`src/rtl/fcp6_pkg.sv`:
```
// Shared FCP6 bus definitions: lane encodings, opcodes, header layout and responder states.
// Used by the responder today and intended for the master as well.
package fcp6_pkg;

   typedef enum logic [1:0] {
      CTRL_IDLE = 2'b00,
      CTRL_HDR  = 2'b01,
      CTRL_PAY  = 2'b10,
      CTRL_END  = 2'b11
   } ctrl_e;

   localparam logic [1:0] OP_WR = 2'b11;
   localparam logic [1:0] OP_RD = 2'b10;

   // Field order fixes the header bit positions: [7:4] addr, [3:2] idx, [1:0] op.
   typedef struct packed {
      logic [3:0] addr;
      logic [1:0] idx;
      logic [1:0] op;
   } hdr_t;

   typedef enum logic [2:0] {
      ST_IDLE,
      ST_HDR,
      ST_WPAY,
      ST_RPAY,
      ST_END,
      ST_IGNORE
   } state_e;

endpackage

```
`src/rtl/fcp6_shift2.sv`:
```
// Loadable 8-bit shift register moving two bits per beat, with a beat counter.
// Shifts left so the MSB pair leaves first on transmit and arrives first on receive.
module fcp6_shift2 (
   input  logic       clk,
   input  logic       rst_n,
   input  logic       i_load,
   input  logic [7:0] i_load_val,
   input  logic       i_shift,
   input  logic [1:0] i_din,
   output logic [7:0] o_q,
   output logic       o_last
);

   logic [7:0] r_q;
   logic [1:0] r_cnt;

   // NOTE: clocked state uses non-blocking assignments so every register samples
   // pre-edge values, independent of the order in which processes evaluate.
   always_ff @(posedge clk or negedge rst_n) begin
      if (!rst_n) begin
         r_q   <= '0;
         r_cnt <= '0;
      end else if (i_load) begin
         r_q   <= i_load_val;
         r_cnt <= '0;
      end else if (i_shift) begin
         r_q   <= {r_q[5:0], i_din};
         r_cnt <= r_cnt + 2'd1;
      end
   end

   assign o_q    = r_q;
   assign o_last = i_shift && (r_cnt == 2'd3);

endmodule

```
`src/rtl/fcp6_slave.sv`:
```
// FCP6 responder: decodes header beats, commits writes to a 4x8 register file,
// serialises reads back to the master and acknowledges at frame end.
module fcp6_slave
   import fcp6_pkg::*;
#(
   parameter logic [3:0] DEV_ADDR = 4'b0110,
   parameter logic [7:0] RST_VAL  = 8'h00
) (
   input  logic        clk,
   input  logic        rst_n,
   input  logic [1:0]  bus_data_i,
   input  logic [1:0]  bus_ctrl_i,
   output logic [1:0]  bus_data_o,
   output logic        bus_data_oe,
   output logic        ack,
   output logic        busy,
   output logic        err,
   output logic        wr_strobe,
   output logic [31:0] reg_q
);

   ctrl_e      w_ctrl;
   state_e     r_state, w_state_nxt;
   hdr_t       w_hdr;
   logic [5:0] r_hdr_sr;
   logic [1:0] r_hdr_cnt;
   logic       w_hdr_shift, w_hdr_last;
   logic [7:0] w_dat_q;
   logic       w_dat_load, w_dat_shift, w_dat_last;
   logic [1:0] w_dat_din;
   logic [1:0] r_idx;
   logic       r_is_wr, r_rsv;
   logic       w_abort, w_commit, w_ign_end;
   logic       w_ack_nxt, w_err_nxt, w_wr_nxt, w_busy_nxt, w_oe_nxt;
   logic       r_ack, r_err, r_wr, r_busy, r_oe;
   logic [7:0] r_regs [4];

   assign w_ctrl = ctrl_e'(bus_ctrl_i);

   // Header is judged on its 4th beat, so the live pair completes the byte.
   assign w_hdr       = hdr_t'({r_hdr_sr, bus_data_i});
   assign w_hdr_shift = ((r_state == ST_IDLE) || (r_state == ST_HDR)) && (w_ctrl == CTRL_HDR);
   assign w_hdr_last  = (r_state == ST_HDR) && w_hdr_shift && (r_hdr_cnt == 2'd3);

   always_ff @(posedge clk or negedge rst_n) begin
      if (!rst_n) begin
         r_hdr_sr  <= '0;
         r_hdr_cnt <= '0;
      end else if (w_hdr_shift) begin
         r_hdr_sr  <= {r_hdr_sr[3:0], bus_data_i};
         r_hdr_cnt <= r_hdr_cnt + 2'd1;
      end else begin
         r_hdr_cnt <= '0;
      end
   end

   assign w_dat_load  = w_hdr_last;
   assign w_dat_shift = ((r_state == ST_WPAY) || (r_state == ST_RPAY)) && (w_ctrl == CTRL_PAY);
   assign w_dat_din   = (r_state == ST_WPAY) ? bus_data_i : 2'b00;

   fcp6_shift2 u_dat (
      .clk        (clk),
      .rst_n      (rst_n),
      .i_load     (w_dat_load),
      .i_load_val ((w_hdr.op == OP_RD) ? r_regs[w_hdr.idx] : 8'h00),
      .i_shift    (w_dat_shift),
      .i_din      (w_dat_din),
      .o_q        (w_dat_q),
      .o_last     (w_dat_last)
   );

   always_ff @(posedge clk or negedge rst_n) begin
      if (!rst_n) r_state <= ST_IDLE;
      else        r_state <= w_state_nxt;
   end

   // NOTE: every combinational output gets a default first so no path infers a latch.
   always_comb begin
      w_state_nxt = r_state;
      case (r_state)
         ST_IDLE: if (w_ctrl == CTRL_HDR) w_state_nxt = ST_HDR;
         ST_HDR: begin
            if (w_ctrl != CTRL_HDR)             w_state_nxt = ST_IDLE;
            else if (w_hdr_last) begin
               if (w_hdr.addr != DEV_ADDR)      w_state_nxt = ST_IGNORE;
               else if (w_hdr.op == OP_WR)      w_state_nxt = ST_WPAY;
               else if (w_hdr.op == OP_RD)      w_state_nxt = ST_RPAY;
               else                             w_state_nxt = ST_IGNORE;
            end
         end
         ST_WPAY, ST_RPAY: begin
            if (w_ctrl != CTRL_PAY)             w_state_nxt = ST_IDLE;
            else if (w_dat_last)                w_state_nxt = ST_END;
         end
         ST_END:                                w_state_nxt = ST_IDLE;
         ST_IGNORE: if ((w_ctrl == CTRL_END) || (w_ctrl == CTRL_IDLE)) w_state_nxt = ST_IDLE;
         default:                               w_state_nxt = ST_IDLE;
      endcase
   end

   always_comb begin
      w_abort   = ((r_state == ST_HDR) && (w_ctrl != CTRL_HDR))
               || (((r_state == ST_WPAY) || (r_state == ST_RPAY)) && (w_ctrl != CTRL_PAY))
               || ((r_state == ST_END) && (w_ctrl != CTRL_END));
      w_commit  = (r_state == ST_END) && (w_ctrl == CTRL_END);
      w_ign_end = (r_state == ST_IGNORE) && ((w_ctrl == CTRL_END) || (w_ctrl == CTRL_IDLE));
      w_ack_nxt  = w_commit;
      w_wr_nxt   = w_commit && r_is_wr;
      w_err_nxt  = w_abort || (w_ign_end && r_rsv);
      w_busy_nxt = (w_state_nxt != ST_IDLE) || w_commit;
      w_oe_nxt   = (w_state_nxt == ST_RPAY);
   end

   always_ff @(posedge clk or negedge rst_n) begin
      if (!rst_n) begin
         r_ack   <= 1'b0;
         r_err   <= 1'b0;
         r_wr    <= 1'b0;
         r_busy  <= 1'b0;
         r_oe    <= 1'b0;
         r_idx   <= '0;
         r_is_wr <= 1'b0;
         r_rsv   <= 1'b0;
      end else begin
         r_ack  <= w_ack_nxt;
         r_err  <= w_err_nxt;
         r_wr   <= w_wr_nxt;
         r_busy <= w_busy_nxt;
         r_oe   <= w_oe_nxt;
         if (w_hdr_last) begin
            r_idx   <= w_hdr.idx;
            r_is_wr <= (w_hdr.op == OP_WR);
            r_rsv   <= (w_hdr.addr == DEV_ADDR) && !w_hdr.op[1];
         end
      end
   end

   // NOTE: the register file is reset because its contents are architecturally
   // visible on reg_q; large RAM-style storage would normally be left unreset.
   always_ff @(posedge clk or negedge rst_n) begin
      if (!rst_n) begin
         for (int i = 0; i < 4; i++) r_regs[i] <= RST_VAL;
      end else if (w_wr_nxt) begin
         r_regs[r_idx] <= w_dat_q;
      end
   end

   for (genvar g = 0; g < 4; g++) begin : g_regq
      assign reg_q[8*g +: 8] = r_regs[g];
   end

   assign bus_data_o  = r_oe ? w_dat_q[7:6] : 2'b00;
   assign bus_data_oe = r_oe;
   assign ack         = r_ack;
   assign busy        = r_busy;
   assign err         = r_err;
   assign wr_strobe   = r_wr;

endmodule

```
`config.mk`:
```
export PLATFORM = sky130hd
export DESIGN_NAME = fcp6_slave
export DESIGN_NICKNAME = d
export VERILOG_FILES = /design/src/rtl/fcp6_pkg.sv /design/src/rtl/fcp6_shift2.sv /design/src/rtl/fcp6_slave.sv
export SDC_FILE = /design/constraint.sdc
export NUM_CORES = 1
export LEC_CHECK = 0
export ABC_AREA = 1
export CAP_MARGIN = 10
export CORE_ASPECT_RATIO = 1.5
export CORE_MARGIN = 3
export CORE_UTILIZATION = 54
export DETAILED_ROUTE_END_ITERATION = 10
export PLACE_DENSITY = 0.92
export SYNTH_ARGS = -nofsm -noshare
export SYNTH_HDL_FRONTEND = slang
export SYNTH_SLANG_ARGS = --single-unit
```
`constraint.sdc`:
```
create_clock -name clk -period 2.17 [get_ports clk]
set_clock_uncertainty 0.2 [all_clocks]
set_input_delay 0.5425 -clock clk [delete_from_list [all_inputs] [get_ports clk]]
set_output_delay 0.5425 -clock clk [all_outputs]
set_load 0.05 [all_outputs]
```
# Word-level counts from Yosys, hierarchy flattened
# Cells that the tools add are included.
[totals]
input_bits = 6
register_bits = 62
[classes]
n_lt_le_gt_ge = 3
eq_ne = 18
n_mux = 24
n_reduce_logical = 27
n_bitwise = 2
addsub = 2
[op_table]
columns = ["operator", "n"]
rows = [
  ["$mux W8", 6],
  ["$bwmux W32", 1],
  ["$mux W3", 9],
  ["$bmux W8 S2", 1],
  ["$demux W8 S2", 1],
  ["$logic_and A1 B1 Y1", 14],
  ["$eq A2 B2 Y1 const B", 6],
  ["$pmux W3 S4", 1],
  ["$mux W2", 5],
  ["$eq A3 B2 Y1 const B", 3],
  ["$logic_or A1 B1 Y1", 7],
  ["$eq A3 B3 Y1 const B", 2],
  ["$ge A3 B3 Y1 const B", 2],
  ["$not A2 Y3", 2],
  ["$add A2 B1 Y2 const B", 2],
  ["$eq A4 B3 Y1 const B", 1],
  ["$ne A2 B2 Y1 const B", 2],
  ["$ne A4 B3 Y1 const B", 1],
  ["$eq A3 B1 Y1 const B", 1],
  ["$logic_not A3 Y1", 1],
  ["$lt A3 B1 Y1 const B", 1],
  ["$reduce_bool A3 Y1", 1],
  ["$eq A2 B1 Y1 const B", 1],
  ["$logic_not A2 Y1", 1],
  ["4 further kinds", 4],
]

# Depth between registers and ports, before layout
# Gate-level depths: netlist of run 1.
[depth]
ltp_word = 10
ltp_mapped = 9
mapped_depth_nobuf = 8

# Cells and area by module
# From an unflattened synthesis of run 1, not the netlist that was laid out.
[hier_totals]
hier_cells = 347
hier_area_um2 = 3009.1
[by_module_without_submodules]
columns = ["mod", "area_each_um2", "n_inst", "seq_area_each_um2", "cells_each"]
rows = [
  ["fcp6_slave", 2533.7, 1, 1301.2, 291],
  ["fcp6_shift2", 475.5, 1, 250.2, 56],
]

# Least setup slack after synthesis of run 1
# Ideal clock, no wire load.
[synth_timing]
kind = "flip-flop to output port"
start = "register r_oe (netlist: bus_data_oe)"
end = "output port bus_data_o[0]"
arrival_ns = 1.036
n_path_buf = 0
slack_ns = 0.392
t_required_ns = 1.427
path_stages_with_launch = 3
path_cell_list = "dfrtp_1 > nand2_1 > inv_1"
[synth_between]
elab_chain_len = 1
[synth_rtl]
columns = ["item", "line_no", "source"]
rows = [
  ["start, declared", "fcp6_slave.sv:35", "logic r_ack, r_err, r_wr, r_busy, r_oe;"],
  ["start signal, assigned", "fcp6_slave.sv:129", "r_oe <= w_oe_nxt;"],
  ["$mux W2", "fcp6_slave.sv:152", "assign bus_data_o = r_oe ? w_dat_q[7:6] : 2'b00;"],
  ["end, declared", "fcp6_slave.sv:13", "output logic [1:0] bus_data_o,"],
]
# Every way passes these cells.

# Final worst setup path of run 1
[layout_timing]
start = "input port bus_ctrl_i[0]"
end = "register r_idx[1]"
[layout_between]
elab_chain_len = 4
[layout_rtl]
columns = ["item", "line_no", "source"]
rows = [
  ["start, declared", "fcp6_slave.sv:12", "input logic [1:0] bus_ctrl_i,"],
  ["$eq A2 B1 Y1", "fcp6_slave.sv:42", "assign w_hdr_shift = ((r_state == ST_IDLE) || (r_state == ST_HDR)) && (w_ctrl == CTRL_HDR);"],
  ["$logic_and A1 B1 Y1", "fcp6_slave.sv:42", ""],
  ["$logic_and A1 B1 Y1 (2 in a row)", "fcp6_slave.sv:43", "assign w_hdr_last = (r_state == ST_HDR) && w_hdr_shift && (r_hdr_cnt == 2'd3);"],
  ["end signal, assigned", "fcp6_slave.sv:131", "r_idx <= w_hdr.idx;"],
  ["end, declared", "fcp6_slave.sv:31", "logic [1:0] r_idx;"],
]
# Every way passes these cells.
# A chain may end at the register's enable or synchronous reset.

==> results.txt, run 1 <==
* Fraction of final layout cells sized beyond drive strength 1: 24.8%
- After detailed routing, the number of vias per cell comes to 5.27.
- The flow ran to the end, and the final reports show no timing, DRC or antenna violations.
- With fillers left out, the area of the finished cells amounts to 3690 um2.
- Dividing the final minimum period by the clock period gives 95.2%.
* Post-synthesis compound-gate area fraction: 13.6%
- Setup violations remaining at the end of the flow were counted as 0.
- For this run, the number of Yosys warnings is 0.
- Antenna violations before repair: 0
- Summing the areas of all fa, ha and maj instances in the mapped netlist gives 2.06% of the synthesized area.
- Clock tree synthesis found a total of 62 sinks.
- Data required time of the critical path: 2.17 ns
- The worst setup path is captured at a flip-flop.
- The synthesized design contains 0 enable-type register cells.
* Final core area utilization: 69.8%
* Synthesis-to-layout area growth: 21.7%
* Total area of sequential cells: 1550 um2
* Int Pwr: 1.85 mW
- Post-layout minimum cycle time: 2.07 ns
- Part of the power in the clock network: 37.4%
- From left edge to right edge, the die measures 67.2 um.
- Once detail routing completed, the nets flagged for antenna violations numbered 0.
* Share of the synthesized netlist area taken by xor and xnor gates: 0.289%
* Clock network latency to the later pin of the worst-skew pair: 0.34 ns
- CTS built an H-tree with a depth of 3.
- Flops & latches, synth: 62
- Entering global routing, the biggest net connects 28 pins.
- Leakage: 1.93 nW
- The path class of the tightest hold or removal check is reg2reg.
- Syn Inst Count: 343
- First-pass GRT wire length: 12.2 mm
* Worst Path Class, Setup: in2reg
- Mean area per synthesized cell: 8.84 um2
- Detailed-router iteration count before antenna repair: 4
- Final total power: 2.53 mW
- Core ar.: 5290 um2
- The most used flip-flop cell after synthesis is sky130_fd_sc_hd__dfrtp_1.
- Max-cap check violation count: 0
* Via count of the first global-routing pass: 2585
* Largest driver fanout on the critical path: 5
- Total routing usage reported by global routing: 24.6%
- Initial Util: 57.4%
- Accumulated negative setup slack: 0 ns
* Slew Limit Headroom: 70.7%
- The clock passes through at most 2 buffers.
* Kind of launch point of the worst setup path: input pin
* Number of clock buffers inserted by TritonCTS: 9
- Worst supply voltage drop on vdd: 0.000479 V
- Setup repair after global routing left no endpoint under its margin.
- Die Height: 97.8 um
- The wire-length estimate of the detail-placed layout is 5.21 mm.
- Number of rows in the core area: 32
* Share of the synthesized area in the top cell type: 51.2%
- 0 antenna diodes ended up in the layout.
* Count of boundary I/O pins: 45
- Final slew viol count: 0
- Synth cell types: 32
- The multi-input combinational cells in the finished layout cover a total of 1250 um2.
- Measured against the total synthesized area, the mux share comes to 0%.
* Total power density per cell area: 684 nW/um2
- The first routing iteration left 150 violations.
- Synth Net Count: 354
- During placement, the flow inserted port buffers numbering 44.
* # DRC: 0
- After layout, the worst setup slack is 0.104 ns.
* Fraction of registers with async set or reset after synthesis: 100%
* CTS tree: done
* Sequential Power Share: 49.1%
- Placement-stage cell area: 3490 um2
* Total congestion overflow after global routing: 0
- Area share of and/or/nand/nor cells after synthesis: 25.2%
- The tree is rooted in a sky130_fd_sc_hd__clkbuf_8.
- Share of the yosys chip area belonging to registers: 51.2%
- Hold violation total from the final report: 0
- Arrival time at the worst endpoint: 2.07 ns
- After clock tree synthesis, the clock-pin slew on the worst setup and hold paths is 0.06 ns.
* Sw Pwr: 0.674 mW
- Fillcell total: 403
* Average detailed-routed wire length per instance: 15.4 um
- Die outline area: 6570 um2
- Ranked by total cell area, the synthesized netlist is headed by sky130_fd_sc_hd__dfrtp_1, sky130_fd_sc_hd__nand2_1, sky130_fd_sc_hd__nor2_1.
- Summing every instance area after synthesis gives 3030 um2.
* Combinational Power Share: 13.5%
* Routed via count: 2483
- By area, the combinational part of the netlist is dominated by simple AND/OR/NAND/NOR gates.
- Summed over all layers, the routed wires come to 7.26 mm.
- At the end of the flow, the number of nets in the layout was 410.
* Worst slack, placed: -0.227 ns
* Switching share of total power: 26.7%
- Transition at the pin with the smallest max-transition slack: 0.439 ns
* Cell type with the highest aggregate area in the netlist: sky130_fd_sc_hd__dfrtp_1
* Global placer's final weighted congestion: 0.860
- For this run, the top clock speed supported by timing is 484 MHz.
==> power by group through the flow <==
stage	sequential [mW]	clock [mW]	combinational (mW)
after floorplan	1.25	0	0.219
after global placement	1.26	0	0.323
after detailed placement	1.26	0	0.332
after CTS	1.24	0.953	0.341
after global routing	1.25	1.02	0.384
final	1.24	0.944	0.340
==> state kept, by name (all words and copies together), names as in the netlist <==
signal,count
r_state,3
r_hdr_sr,6
u_dat.o_q,8
r_idx,2
bus_data_oe,1
r_rsv,1
err,1
r_hdr_cnt,2
busy,1
ack,1
r_is_wr,1
wr_strobe,1
u_dat.r_cnt,2
reg_q,32
==> layer usage <==
| layer | vias up | global-route usage (%) | part of all wire, % |
|---|---|---|---|
| li1 | 1211 | - | - |
| met5 | - | 0 | 0 |
| met4 | 0 | 13.4 | 3.6 |
| met2 | 80 | 41.3 | 54 |
| met1 | 1173 | 28.3 | 38 |
| met3 | 19 | 5.41 | 4.8 |
==> path summary, 6_finish.rpt <==
| check | start | cells after the start | end | slack (ns) |
|---|---|---|---|---|
| worst max register to register | r_state[0] | 6 | r_idx[1] | 0.42 |
| max in group asynchronous | rst_n | 3 | reg_q[10] | 0.80 |
| worst max-delay path | bus_ctrl_i[0] | 6 | r_idx[1] | 0.10 |
| worst min register to register | r_hdr_cnt[0] | 1 | r_hdr_cnt[0] | 0.27 |
| min in group asynchronous | rst_n | 2 | r_hdr_cnt[0] | 0.45 |
| worst min-delay path | r_hdr_cnt[0] | 1 | r_hdr_cnt[0] | 0.27 |
==> through the flow <==
step	hold WS, ns	instances
after CTS	0.289	471
final	0.273	471
after global routing	0.298	471
after global placement	0.222	455
after detailed placement	0.242	455
after floorplan	0.0469	343
==> layout make-up <==
type	count	area share [%]
Clock buffer	15	5.05
Inverter	40	4.14
Multi-Input combinational cell	230	33.8
Sequential cell	62	42.0
Tap cell	68	2.31
Timing Repair Buffer	56	12.7
==> synth_stat cells (2+ instances only) <==
master and count:
sky130_fd_sc_hd__nand2_1 81, sky130_fd_sc_hd__o21ai_2 16, sky130_fd_sc_hd__nor2_2 2, sky130_fd_sc_hd__buf_6 5, sky130_fd_sc_hd__inv_2 5, sky130_fd_sc_hd__ha_1 5
sky130_fd_sc_hd__or2_2 2, sky130_fd_sc_hd__o211ai_1 5, sky130_fd_sc_hd__o21ai_1 20, sky130_fd_sc_hd__a21oi_1 4, sky130_fd_sc_hd__nand3_4 5, sky130_fd_sc_hd__nor2_1 43
sky130_fd_sc_hd__nand3_1 17, sky130_fd_sc_hd__inv_1 35, sky130_fd_sc_hd__clkbuf_1 4, sky130_fd_sc_hd__nand3b_1 2, sky130_fd_sc_hd__dfrtp_1 62, sky130_fd_sc_hd__o21ai_0 16
==> cells by family after synthesis <==
group | count (synthesis)
fa+ha+maj | 5
flops | 62
compound gates | 65
buf+inv | 51
xor+xnor | 1
simple gates | 159
==> worst max-delay path: stages <==
cell	delay, ns
sky130_fd_sc_hd__clkdlybuf4s50_1	0.52
sky130_fd_sc_hd__ha_1	0.28
sky130_fd_sc_hd__nand4_2	0.31
sky130_fd_sc_hd__buf_4	0.26
sky130_fd_sc_hd__nand2_1	0.06
sky130_fd_sc_hd__o21ai_0	0.09
==> layout by cell type, fill, tap and decap left out, drive strengths merged <==
cell and instances:
o21ai 52, nor3 1, o211ai 5, a31oi 1
clkbuf 15, dlygate4sd3 1, dfrtp 62, o22ai 1
buf 51, a21oi 4, nand3 23, a22oi 1
nand2 82, or2 2, xor2 1, nand3b 2
ha 5, clkdlybuf4s50 4, inv 40, o2111ai 1
nand4 2, nor2 47
==> what timing repair did <==
action                                 in CTS  in global routing
setup endpoints to repair                   0                  1
gates resized for setup                     0                  1
hold buffers                                1                  0
endpoints found under the hold margin      12                  0
buffers inserted                            0                  0
Power figures use the tool's default switching activity.
==> run 2: changes to the inputs <==
Settings changed: GPL_TIMING_DRIVEN set to 0.
==> results.txt, run 2 (same netlist as run 1, synthesis figures left out) <==
- The flow ran to the end, and the final reports show no timing, DRC or antenna violations.
- The fraction of layout cells with a size suffix above 1 came to 14.4% (-10 points).
- The internal power is 1.76 mW (-5.1%).
* Hold violation total from the final report: 0 (unchanged)
- The slowest stage of the critical path is the sky130_fd_sc_hd__dlygate4sd2_1 cell.
* Synthesis-to-layout area growth: 21.5%
* Antenna violations before repair: 0 (unchanged)
- Number of violations reported at the end of detailed-routing iteration 0: 169 (+13%)
- The first-pass detailed-route iteration total was 4 (unchanged).
* Arrival time at the worst endpoint: 1.35 ns (-0.72 ns)
* Global placer's final weighted congestion: 0.900 (+4.7%)
- The aggregate global-route resource usage came to 25.2% (+0.56 points).
* Sequential Power Share: 50.6% (+1.5 points)
- Switching share of total power: 27.8% (+1.1 points)
* Die Height: 97.8 um (unchanged)
- Total detailed-routing wirelength: 7.51 mm (+3.5%)
- The number of nets still failing antenna checks after routing was 0 (unchanged).
- Setup repair after global routing left no endpoint under its margin.
- Final critical-path share of the clock period: 96.4% (+1.2 points)
* Clock network latency to the later pin of the worst-skew pair: 0.34 ns (about the same)
* Average detailed-routed wire length per instance: 15.9 um (+3.3%)
- The final number of max-transition violations is 0 (unchanged).
* Crit-path cells: nand2_1 -> inv_1 -> dlygate4sd2_1
- The width of the die was 67.2 um (unchanged).
- # clock sinks: 62 (unchanged)
* Placed instance count: 456 (+0.22%)
- Final cell count without fillers: 472 (+0.21%)
- The actual transition at the worst max-transition pin was 0.628 ns (+0.189 ns).
* Commonest non-fill, non-tap cell in the layout: sky130_fd_sc_hd__nand2_1
* Initial Util: 57.4% (unchanged)
- Number of flip-flops in the largest register: 32 (unchanged)
- Core ar.: 5290 um2 (unchanged)
* Final setup fails: 0 (unchanged)
- H-Tree Depth: 3 (unchanged)
- STA classifies the critical path endpoint as a primary output.
* Total power density per cell area: 660 nW/um2 (-3.5%)
* Commonest non-fill, non-tap cells in the layout: sky130_fd_sc_hd__nand2_1, sky130_fd_sc_hd__dfrtp_1, sky130_fd_sc_hd__nor2_1
- The number of global-route vias before repair came to 2688 (+4.0%).
- Worst Path Class, Setup: reg2out
* Sum of net half-perimeters after detailed placement: 5.41 mm (+3.9%)
- The number of rows created at floorplan was 32 (unchanged).
- Net count, final: 410 (unchanged)
- The achievable frequency is 478 MHz (-1.3%).
- The most critical setup path has its startpoint at bus_data_oe.
- The leakage power figure was 2.00 nW (+3.9%).
- The maximum fanout encountered on the critical timing path came to 3 (-2).
- Die outline area: 6570 um2 (unchanged)
- The path class of the tightest hold or removal check is in2async.
* Source of the worst register-to-register timing path: r_hdr_sr[1]
* Routed via count: 2648 (+6.6%)
- Count of boundary I/O pins: 45 (unchanged)
* Number of clock buffers inserted by TritonCTS: 9 (unchanged)
* Final core area utilization: 69.7% (-0.095 points)
* Kind of launch point of the worst setup path: flip-flop
- IO Port Bufs: 44 (unchanged)
* Worst supply voltage drop on vdd: 0.000471 V (-1.7%)
- Clock input transition at the sequential cells of the worst setup and hold paths: 0.06 ns (about the same)
- Largest buffer count on any clock path: 2 (unchanged)
* Delay of the slowest cell on the worst path: 0.51 ns (about the same)
- The remaining design rule violation count is 0 (unchanged).
- Hold slack: 0.0173 ns (-0.256 ns)
- The root buffer cell chosen for the clock tree is sky130_fd_sc_hd__clkbuf_8.
- The number of max-cap violations came to 0 (unchanged).
* Combinational Power Share: 14.1% (+0.6 points)
* Number of buffers added to fix hold violations after cts: 0 (-1)
- The share of total power in the clock network is 35.3% (-2.1 points).
- Buffers plus inverters on the worst setup path: 2 (unchanged)
- Among cell families on the critical path, the largest total delay comes from buffers and inverters.
- First-pass GRT wire length: 12.4 mm (+2.3%)
- The number of inserted diodes is 0 (unchanged).
- Pin count of the biggest net entering global routing: 37 (+32%)
* CTS tree: done
- Data required time of the critical path: 1.43 ns (-0.74 ns)
- The worst slew slack as a fraction of its limit came to 58.2% (-13 points).
* Detail-routed via count per cell: 5.61 (+6.4%)
- Sw Pwr: 0.677 mW (+0.38%)
- Post-layout minimum cycle time: 2.09 ns (+0.0262 ns)
- Total congestion overflow after global routing: 0 (unchanged)
[run 2: cell types whose count changed in the layout (fill, tap and decap cells not counted)]
cell                            change
sky130_fd_sc_hd__a21oi_1            -1
sky130_fd_sc_hd__a21oi_2            +1
sky130_fd_sc_hd__buf_12             -2
sky130_fd_sc_hd__buf_2              +1
sky130_fd_sc_hd__buf_4             -46
sky130_fd_sc_hd__buf_6              +5
sky130_fd_sc_hd__clkbuf_1           +7
sky130_fd_sc_hd__clkbuf_2           +1
sky130_fd_sc_hd__clkbuf_8           -3
sky130_fd_sc_hd__clkinv_2           +1
sky130_fd_sc_hd__dlygate4sd2_1     +38
sky130_fd_sc_hd__dlygate4sd3_1      -1
sky130_fd_sc_hd__inv_2              +1
sky130_fd_sc_hd__inv_4              -1
[run 2: layout make-up]
type	instances	area (um2)
Buffer	11	83.8
Fill cell	416	1600
Clock inverter	1	5.00
Timing Repair Buffer	45	403
Inverter	40	150
Multi-Input combinational cell	230	1250
Sequential cell	62	1550
Clock buffer	15	156
Tap cell	68	85.1
[run 2: worst register-to-register path: stages (launching register included)]
cell                       delay, ns
sky130_fd_sc_hd__dfrtp_1        0.32
sky130_fd_sc_hd__clkbuf_1       0.34
sky130_fd_sc_hd__inv_1          0.12
sky130_fd_sc_hd__buf_2          0.22
sky130_fd_sc_hd__nor2_1         0.13
sky130_fd_sc_hd__o21ai_0        0.19
sky130_fd_sc_hd__nand2_1        0.12
sky130_fd_sc_hd__nand3_1        0.08
sky130_fd_sc_hd__o211ai_1       0.12
[run 2: repair_timing]
item | 4_1_cts | 5_1_grt
setup buffers | 0 | 0
cloned | 0 | 0
endpoints found under the setup margin | 39 | 2
gates resized for setup | 39 | 3
[run 2: through the flow]
| stage | setup TNS (ns) | power [mW] | area (um2) | setup WS (ns) |
|---|---|---|---|---|
| 2_1_floorplan | 0 | 1.47 | 3030 | 0.392 |
| 3_3_place_gp | -98.59 | 1.57 | 3560 | -1.50 |
| 3_5_place_dp | -7.67 | 1.59 | 3570 | -0.219 |
| 4_1_cts | 0 | 2.44 | 3680 | 0.00276 |
| 5_1_grt | 0 | 2.54 | 3680 | 0.0195 |
| 6_report | 0 | 2.43 | 3680 | 0.0773 |
[run 2: path summary, 6_finish.rpt]
path                                   to  slack [ns]  cells after the start
setup / recovery            bus_data_o[0]        0.08                      3
setup reg to reg             u_dat.o_q[3]        0.24                      8
hold / removal                  reg_q[30]        0.02                      1
min in group clk             r_hdr_cnt[0]        0.24                      1
hold reg to reg              r_hdr_cnt[0]        0.24                      1
max in group asynchronous  u_dat.r_cnt[1]        1.14                      2
[run 2: metal layers]
layer	track usage, %	part of all wire, %	wire length, um
met1	28.7	37	2760
met2	41.7	51	3850
met3	5.75	7.0	523
met4	15.2	5.0	375
met5	0	0	0
[run 2: power groups by stage]
stage               clock [mW]  combinational (mW)  sequential, mW
floorplan                    0               0.219            1.25
global placement             0               0.324            1.25
detailed placement           0               0.338            1.25
CTS                      0.867               0.341            1.23
global route             0.920               0.384            1.24
finish                   0.858               0.344            1.23
==> run 3: changes to the inputs <==
Settings changed: HOLD_SLACK_MARGIN set to 0.02, SYNTH_HIERARCHICAL set to 1.
==> results.txt, run 3 <==
* Kind of launch point of the worst setup path: flip-flop
- The slack of the worst reg-to-reg path came to 0.28 ns (+0.04 ns).
- Net count, final: 415 (+1.2%)
* Pin count of the biggest net entering global routing: 35 (-5.4%)
* Synth Net Count: 358 (+1.1%)
* Number of cell instances on the worst register-to-register path: 7 (-1)
- Core ar.: 5290 um2 (unchanged)
* First-pass GRT wire length: 11.9 mm (-4.4%)
- The first-iteration detailed-routing DRC count was 138 (-18%).
- The post-synthesis cell count was 347 (+1.2%).
- The initial antenna violation count is 0 (unchanged).
- Setup repair after global routing left no endpoint under its margin.
- The number of enable-type register cells in the synthesized netlist is 0 (unchanged).
* Leakage: 1.92 nW (-4.3%)
- The tree is rooted in a sky130_fd_sc_hd__clkbuf_8.
- Total area of sequential cells: 1550 um2 (unchanged)
* # clock sinks: 62 (unchanged)
* Final core area utilization: 70.7% (+0.95 points)
- The number of clock buffers inserted by TritonCTS is 9 (unchanged).
* Total congestion overflow after global routing: 0 (unchanged)
- Synthesis-to-layout area growth: 24.1%
- The insertion delay of the later-clocked pin in the worst-skew pair is 0.34 ns (about the same).
* Flops & latches, synth: 62 (unchanged)
- Total detailed-routing wirelength: 7.14 mm (-5.0%)
* Chip Width: 67.0 um (-0.34%)
- Routed Antenna Nets: 0 (unchanged)
* Final Worst Setup Slack: 0.0830 ns (+0.00570 ns)
- Data required time of the critical path: 1.43 ns (about the same)
* Fraction of final layout cells sized beyond drive strength 1: 14.9% (+0.56 points)
- Largest driver fanout on the critical path: 3 (unchanged)
- The detailed-route via count came to 2570 (-2.9%).
* Arrival time at the worst endpoint: 1.34 ns (about the same)
* Worst slack, placed: -0.434 ns (-0.215 ns)
* Flip-flop cell with the highest count after synthesis: sky130_fd_sc_hd__dfrtp_1
* Clock input transition at the sequential cells of the worst setup and hold paths: 0.07 ns (about the same)
* Multi-input logic area: 1260 um2 (+0.50%)
- The number of rows created at floorplan was 32 (unchanged).
- Global placer's final weighted congestion: 0.902 (+0.19%)
- The flip-flop count of the largest register after layout was 32 (unchanged).
* Average detailed-routed wire length per instance: 15.0 um (-5.9%)
* Commonest non-fill, non-tap cells in the layout: sky130_fd_sc_hd__nand2_1, sky130_fd_sc_hd__dfrtp_1, sky130_fd_sc_hd__nor2_1
* Synth cell types: 27 (-16%)
* Final total power: 2.52 mW (+3.4%)
- The initial core utilization came to 56.9% (-0.43 points).
- Most frequently used cell type in the post-synthesis netlist: sky130_fd_sc_hd__nand2_1
* Die outline area: 6520 um2 (-0.69%)
- Hold violation total from the final report: 0 (unchanged)
- Total routing usage reported by global routing: 24.0% (-1.2 points)
* Worst Path Class, Setup: reg2out
* Worst supply voltage drop on vdd: 0.000461 V (-2.0%)
- Detail-routed via count per cell: 5.39 (-4.0%)
- Most instantiated cells after synthesis: sky130_fd_sc_hd__nand2_1, sky130_fd_sc_hd__dfrtp_1, sky130_fd_sc_hd__nor2_1
- Worst min-delay path category: in2async
* Fraction of registers with async set or reset after synthesis: 100% (unchanged)
- The post-synthesis instance area came to 3010 um2 (-0.74%).
* Fillcell total: 425 (+2.2%)
- Source of the worst register-to-register timing path: r_hdr_sr[0]
- Max-cap check violation count: 0 (unchanged)
* Largest cells by area after synthesis: sky130_fd_sc_hd__dfrtp_1, sky130_fd_sc_hd__nand2_1, sky130_fd_sc_hd__nor2_1
- The shortest clock period the worst path allows after layout came to 2.09 ns (-0.00570 ns).
- The total placed instance area came to 3550 um2 (-0.63%).
- TritonCTS built the clock tree.
- The number of global-route vias before repair was 2505 (-6.8%).
* Antenna diode count: 0 (unchanged)
- Final critical-path share of the clock period: 96.2% (-0.26 points)
* Commonest non-fill, non-tap cell in the layout: sky130_fd_sc_hd__nand2_1
- Count of boundary I/O pins: 45 (unchanged)
- The actual transition at the worst max-transition pin was 0.658 ns (+0.0299 ns).
- The worst slew slack as a fraction of its limit is 56.2% (-2.0 points).
- The final instance area was 3730 um2 (+1.4%).
* Achievable frequency: 479 MHz (+0.27%)
* Cell type with the highest aggregate area in the netlist: sky130_fd_sc_hd__dfrtp_1
* Share of the yosys chip area belonging to registers: 51.6% (+0.38 points)
- Share of the synthesized area in the top cell type: 51.6% (+0.38 points)
- Total power density per cell area: 674 nW/um2 (+2.1%)
* Critical Path Sink Type: primary output
* End of the critical path: bus_data_o[1]
- The maximum number of buffers from clock root to sink came to 2 (unchanged).
- Final slew viol count: 0 (unchanged)
- In this run the worst setup path begins at u_dat/o_q[7].
* Final setup fails: 0 (unchanged)
- Reg-to-Reg End: u_dat/o_q[6]
- # DRC: 0 (unchanged)
- Sum of net half-perimeters after detailed placement: 5.24 mm (-3.2%)
- H-Tree Depth: 3 (unchanged)
- IO Port Bufs: 44 (unchanged)
- Result of the run: complete, no violations
- Synthesis Warnings: 6 (+6)
* Detailed-router iteration count before antenna repair: 5 (+1)
- Die Height: 97.4 um (-0.35%)
* Mean area per synthesized cell: 8.67 um2 (-1.9%)
[run 3: cell types whose count changed in the layout (fill, tap and decap cells not counted), moves of 5 or more]
cell	before	now
sky130_fd_sc_hd__o21ai_0	16	9
sky130_fd_sc_hd__inv_1	35	27
sky130_fd_sc_hd__o211ai_1	5	0
sky130_fd_sc_hd__nand3_1	17	23
sky130_fd_sc_hd__nor2_1	43	51
sky130_fd_sc_hd__nand2_1	81	76
sky130_fd_sc_hd__clkbuf_1	9	2
sky130_fd_sc_hd__o21ai_1	20	36
sky130_fd_sc_hd__a21oi_1	3	9
[run 3: final cells by class]
class | instances | area share, %
tap | 68 | 2.28
timing repair buffer | 46 | 11.3
multi-input combinational | 239 | 33.6
buffer | 11 | 2.45
sequential | 62 | 41.5
inverter | 35 | 3.52
clock buffer | 10 | 3.69
clock inverter | 6 | 1.64
[run 3: what timing repair did]
item / in CTS / in global routing
setup buffers: 1 / 0
pin swaps: 0 / 2
gates resized for setup: 41 / 6
setup endpoints to repair: 41 / 13
hold buffers: 0 / 0
[run 3: kinds of logic (layout without fill, tap and decap cells)]
| logic type | count (synthesis) | count (layout) | synth area share [%] |
|---|---|---|---|
| AND/OR/NAND/NOR | 166 | 166 | 25.8 |
| buffers and inverters | 46 | 108 | 7.40 |
| adder cells (fa/ha/maj) | 5 | 5 | 2.08 |
| flip-flops | 62 | 62 | 51.6 |
| AO/OA/AOI/OAI | 68 | 68 | 13.1 |
[run 3: power by group]
part           internal [mW]  switching [mW]
clock                  0.556           0.447
sequential              1.19          0.0244
combinational         0.0943           0.202
[run 3: critical path, cell delays in order (launching register included)]
cell and delay, ns:
sky130_fd_sc_hd__dfrtp_1 0.39, sky130_fd_sc_hd__nand2_1 0.07, sky130_fd_sc_hd__inv_1 0.04, sky130_fd_sc_hd__dlygate4sd2_1 0.51
[run 3: per-layer routing]
layer	GRT usage, %	routed length, um	up-vias
met1	28.2	2800	1226
met5	0	0	-
met4	9.38	182	0
li1	-	-	1240
met2	41.7	3820	87
met3	4.86	341	17
[run 3: worst min path at each step]
stage	depth (start not counted)	to	slack (ns)
after floorplan	0	ack	0.05
after global placement	1	r_hdr_cnt[0]	0.22
after detailed placement	1	r_hdr_cnt[0]	0.24
after CTS	1	r_hdr_cnt[0]	0.04
after global routing	1	r_hdr_cnt[0]	0.06
final	1	r_hdr_cnt[0]	0.02
[run 3: per-stage QoR]
step / instances / setup TNS, ns / hold WS (ns)
after floorplan: 347 / 0 / 0.0469
after global placement: 459 / -103.72 / 0.221
after detailed placement: 460 / -11.10 / 0.243
after CTS: 477 / 0 / 0.0390
after global routing: 477 / 0 / 0.0631
final: 477 / 0 / 0.0228
